`config.mk`:
```
export PLATFORM = sky130hd
export DESIGN_NAME = mem_arbiter_rr
export DESIGN_NICKNAME = d
export VERILOG_FILES = /design/src/rtl/mem_arbiter_rr.sv
export SDC_FILE = /design/constraint.sdc
export NUM_CORES = 1
export LEC_CHECK = 0
export ABC_AREA = 1
export CORE_AREA = 2 2 538 540
export DETAILED_ROUTE_END_ITERATION = 7
export DIE_AREA = 0 0 540 542
export SLEW_MARGIN = 15
export SYNTH_ARGS = -nofsm -noshare
export SYNTH_HDL_FRONTEND = slang
export SYNTH_SLANG_ARGS = --single-unit
```
`constraint.sdc`:
```
create_clock -name clk -period 1.2 [get_ports clk]
set_input_delay 0.3 -clock clk [delete_from_list [all_inputs] [get_ports clk]]
set_output_delay 0.3 -clock clk [all_outputs]
set_load 0.02 [all_outputs]
```
`src/rtl/mem_arbiter_rr.sv`:
```
// Round-robin (or fixed-priority) arbiter from N line-granular cache clients onto one
// downstream line port; one transaction in flight, all downstream-facing outputs registered.
module mem_arbiter_rr #(
  parameter int N_PORTS  = 2,
  parameter int S_OFFSET = 5,
  parameter int S_LINE   = 256,
  parameter int ADDR_W   = 32,
  parameter int RR_MODE  = 1,
  parameter int ID_W     = (N_PORTS > 1) ? $clog2(N_PORTS) : 1
) (
  input  logic                       clk,
  input  logic                       rst_n,
  input  logic [N_PORTS-1:0]         up_read,
  input  logic [N_PORTS-1:0]         up_write,
  input  logic [N_PORTS*ADDR_W-1:0]  up_address,
  input  logic [N_PORTS*S_LINE-1:0]  up_wdata,
  output logic [N_PORTS-1:0]         up_resp,
  output logic [S_LINE-1:0]          up_rdata,
  output logic                       dn_read,
  output logic                       dn_write,
  output logic [ADDR_W-1:0]          dn_address,
  output logic [S_LINE-1:0]          dn_wdata,
  input  logic                       dn_resp,
  input  logic [S_LINE-1:0]          dn_rdata,
  output logic                       busy,
  output logic [ID_W-1:0]            grant_id
);

  typedef enum logic [1:0] {IDLE, BUSY, DONE} state_t;

  localparam logic [ADDR_W-1:0] LINE_MASK = {ADDR_W{1'b1}} << S_OFFSET;

  state_t             state;
  logic [ID_W-1:0]    rr_ptr;
  logic [N_PORTS-1:0] req;
  logic               win_vld;
  logic [ID_W-1:0]    win_id;
  logic [ID_W:0]      scan_sum;
  logic [ID_W-1:0]    scan_id;
  logic [ID_W:0]      ptr_inc;
  logic [ID_W-1:0]    ptr_next;
  logic [ADDR_W-1:0]  addr_a  [N_PORTS];
  logic [S_LINE-1:0]  wdata_a [N_PORTS];

  function automatic logic [N_PORTS-1:0] id_onehot(input logic [ID_W-1:0] id);
    id_onehot     = '0;
    id_onehot[id] = 1'b1;
  endfunction

  assign req  = up_read | up_write;
  assign busy = (state != IDLE);

  always_comb begin
    for (int i = 0; i < N_PORTS; i++) begin
      addr_a[i]  = up_address[i*ADDR_W +: ADDR_W];
      wdata_a[i] = up_wdata[i*S_LINE +: S_LINE];
    end
  end

  // Scan clients starting at rr_ptr (or at 0 in fixed-priority mode), wrapping once.
  always_comb begin
    win_vld  = 1'b0;
    win_id   = '0;
    scan_sum = '0;
    scan_id  = '0;
    for (int k = 0; k < N_PORTS; k++) begin
      if (RR_MODE != 0) scan_sum = {1'b0, rr_ptr} + (ID_W+1)'(k);
      else              scan_sum = (ID_W+1)'(k);
      if (scan_sum >= (ID_W+1)'(N_PORTS)) scan_sum = scan_sum - (ID_W+1)'(N_PORTS);
      scan_id = scan_sum[ID_W-1:0];
      if (!win_vld && req[scan_id]) begin
        win_vld = 1'b1;
        win_id  = scan_id;
      end
    end
  end

  assign ptr_inc  = {1'b0, grant_id} + (ID_W+1)'(1);
  assign ptr_next = (ptr_inc == (ID_W+1)'(N_PORTS)) ? '0 : ptr_inc[ID_W-1:0];

  always_ff @(posedge clk or negedge rst_n) begin
    if (!rst_n) begin
      state      <= IDLE;
      rr_ptr     <= '0;
      grant_id   <= '0;
      up_resp    <= '0;
      up_rdata   <= '0;
      dn_read    <= 1'b0;
      dn_write   <= 1'b0;
      dn_address <= '0;
      dn_wdata   <= '0;
    end else begin
      up_resp <= '0;
      case (state)
        // Grant: capture the winner's request so it may drop it while in flight.
        IDLE: begin
          if (win_vld) begin
            grant_id   <= win_id;
            dn_write   <= up_write[win_id];
            dn_read    <= ~up_write[win_id];
            dn_address <= addr_a[win_id] & LINE_MASK;
            dn_wdata   <= wdata_a[win_id];
            state      <= BUSY;
          end
        end
        // Downstream transfer: hold request stable until the completion arrives.
        BUSY: begin
          if (dn_resp) begin
            if (dn_read) up_rdata <= dn_rdata;
            dn_read  <= 1'b0;
            dn_write <= 1'b0;
            up_resp  <= id_onehot(grant_id);
            state    <= DONE;
          end
        end
        // Completion pulse is visible this cycle; requests are not sampled here.
        DONE: begin
          if (RR_MODE != 0) rr_ptr <= ptr_next;
          state <= IDLE;
        end
        default: state <= IDLE;
      endcase
    end
  end

endmodule
```
==> summary.md <==
| Metric | Value |
|---|---|
| Horiz. Die Dim | `540 µm` |
| Global-route wire length before repair | `about 280,000 µm` |
| I/O pin cnt | `1,389` |
| Failing checks | `setup timing` |
| Fin cells | `9,169` |
| Worst r2r path cells | `10` |
| Max-cap viol count | `0` |
| Die area | `292,700 µm²` |
| FF-to-FF End | `dn_wdata[87]` |
| Hold crit path type | `input pin to register` |
| Grt ovf | `0` |
| RSZ-0062 raised after global routing | `yes` |
| Initial antenna violation count | `around 260` |
| Status | `finished with violations` |
| Hold Worst Slack | `about 0.08 ns` |
| Slew Viols, Final | `0` |
| Core area | `about 290,000 µm²` |
| Min-delay src | `dn_rdata[138]` |
| Hold Vio Cnt, Final | `0` |
| Commonest cells after routing, fill and taps aside | `1,347 x nand2_1, 827 x clkdlybuf4s50_1, 700 x nand3_1` |
| Final setup margin | `-0.8374 ns` |
| Flops & latches, synth | `547` |
| Site row count | `197` |
| Vias in the first global route | `30.29k` |
| Final Cycle Share | `169.8%` |
| Setup TNS | `-595.92 ns` |
| Syn_area_per_cell | `around 7.4 µm²` |
| Post-DP HPWL | `~190,000 µm` |
| Worst setup EP type | `output pin` |
| Cell count after synthesis | `3,575` |
| Avg WL per Cell | `25.09 µm` |
| Most common cell after layout, fill and taps aside | `nand2_1` |
| Worst EP arrival | `1.74 ns` |
| Vias | `32.00k` |
| Clock skew | `slightly below 0.05 ns` |
| DR DRC count | `0` |
| DRT Pass-1 Iters | `6` |
| Top post-synthesis cells by area | `dfrtp_1 52%, nand2_1 19%, nand3_1 16%` |
| Register area share after synthesis | `between 50% and 60%` |
| Worst-path clk slew | `around 0.06 ns` |
| Share of layout cells above drive strength 1 | `about a quarter` |
| CTS Buf Count | `80` |
| Worst setup SP type | `register` |
| CP Data Required Time | `0.90 ns` |
| Longest Clk Path Bufs | `4` |
| Crit path max fanout | `2` |
| Drt total wl | `230,100 µm` |
| Setup CP Type | `register to output pin` |
| R2R Path Start | `state[0]` |
| Worst-case vdd ir drop | `0.001312 V` |
| CTS sink count | `about 550` |
| Routability Congestion | `around 0.95` |
| Placed cells | `a little under 9k` |
| Port bufs | `1,373` |
| Lkg Pwr | `between 20 and 30 nW` |
| Worst Hold End | `up_rdata[138]` |
| Yosys cell types | `20` |
| Area delta synth->final | `106.6%` |
| Fmax | `0.4908 GHz` |
| NumNets Final | `6,082` |
| CTS tree | `yes` |
| Pwr/cell area | `2665 nW/µm²` |
| Tmin final | `2.037 ns` |
| Final setup violation count | `1,092` |
| Hold Path Depth | `3` |
| Gr usage total | `14.58%` |
| Area fraction of the dominant cell type after synthesis | `51.83%` |
| Cell taking the most area after synthesis | `dfrtp_1` |
| Mapped Area | `26,410 µm²` |
| Via-per-instance ratio | `approximately 3.5` |
| Largest net degree at the start of global routing | `77` |
| Clk root buf | `clkbuf_16` |
| Initial DRC count | `2,727` |
| FF-to-FF setup slack | `-0.79 ns` |
| Post-route ant nets | `0` |
| Depth of the CTS H-tree | `3` |
| Synth warn | `0` |
| Initial Util | `9.204%` |
| Clock Latency Late Sink | `between 0.8 and 0.9 ns` |
| Die Y | `542 µm` |
-- metrics by stage --
stage	cell area (µm²)	setup slack, ns	total power, mW	util [%]
after floorplan	26720	-0.1434	62.29	-
after global placement	48110	-1.098	109.3	16.77
after detailed placement	48110	-1.063	109.7	16.77
after CTS	52470	-0.9003	141.6	18.29
after global routing	54420	-0.9042	152.7	18.97
final	54560	-0.8374	145.4	19.02
-- cells in the mapped netlist --
master    count
nand4_1       1
buf_2       144
dfrtp_1     547
a31oi_1       1
inv_1       567
a21oi_1       1
nand2_2       2
buf_1        13
o21ai_0       1
nand3_1     827
o21bai_1      1
o31ai_1       1
inv_2         4
nand2_1    1368
buf_4        29
conb_1        1
nor2_1        4
a21oi_2       1
nor2_2        2
clkbuf_1     60
-- state kept, by name, indices dropped and copies added (netlist names) --
name        flops
dn_wdata      256
dn_address     27
up_resp         2
up_rdata      256
dn_write        1
dn_read         1
grant_id        1
state           2
rr_ptr          1
-- cell type report --
cell class / count / area [µm²]
diodes: 91 / 227.7
clock buffers: 100 / 2188
multi-input cells: 2216 / 10420
flip-flops and latches: 547 / 13710
fillers: 31990 / 232300
clock inverters: 36 / 371.6
repair buffers: 1827 / 20760
inverters: 571 / 2161
well taps: 3781 / 4731
-- routing by layer --
layer,up-vias,global-route usage [%],routed length [µm]
met3,631,8.938,32440
met2,1882,22.36,98380
li1,14390,-,-
met4,162,6.663,14580
met1,14940,15.87,83610
met5,-,0,1047
-- critical path: stages, from the launching register on --
cell     delay, ns
dfrtp_1       0.42
nor2_4        0.22
inv_2         0.07
buf_6         0.12
buf_6         0.12
-- how the worst max path moves through the flow --
stage                     startpoint            end  slack, ns  cells after the start
after detailed placement  up_read[1]  dn_wdata[108]      -1.06                      9
after global placement    up_read[1]  dn_wdata[108]      -1.10                      9
after global routing        state[0]           busy      -0.90                      4
after floorplan             state[1]   dn_wdata[10]      -0.14                      7
after CTS                   state[0]           busy      -0.90                      4
final                       state[0]           busy      -0.84                      4
-- power by group --
| part | internal, mW | leakage [nW] | switching (mW) | total (mW) |
|---|---|---|---|---|
| Clock | 14.0 | 1.25 | 10.2 | 24.2 |
| Sequential | 27.5 | 6.73 | 8.45 | 36.0 |
| Combinational | 40.3 | 18.9 | 44.9 | 85.2 |
-- logic make-up (layout without fill, tap and decap cells) --
group | count (synthesis) | after routing | synth area share (%)
AND/OR/NAND/NOR | 2204 | 2205 | 35.29
buffers and inverters | 817 | 2534 | 12.71
flip-flops | 547 | 547 | 51.83
AO/OA/AOI/OAI | 6 | 6 | 0.1516
other | 1 | 96 | 0.01420
-- repair_timing --
item,in CTS,in global routing
pin swaps,3,84
endpoints found under the hold margin,559,0
endpoints found under the setup margin,1090,1091
hold buffers,13,0
resized for setup,1996,222
setup buffers,90,35
gates cloned,9,30
No activity file was read; power rests on OpenSTA's default activity.
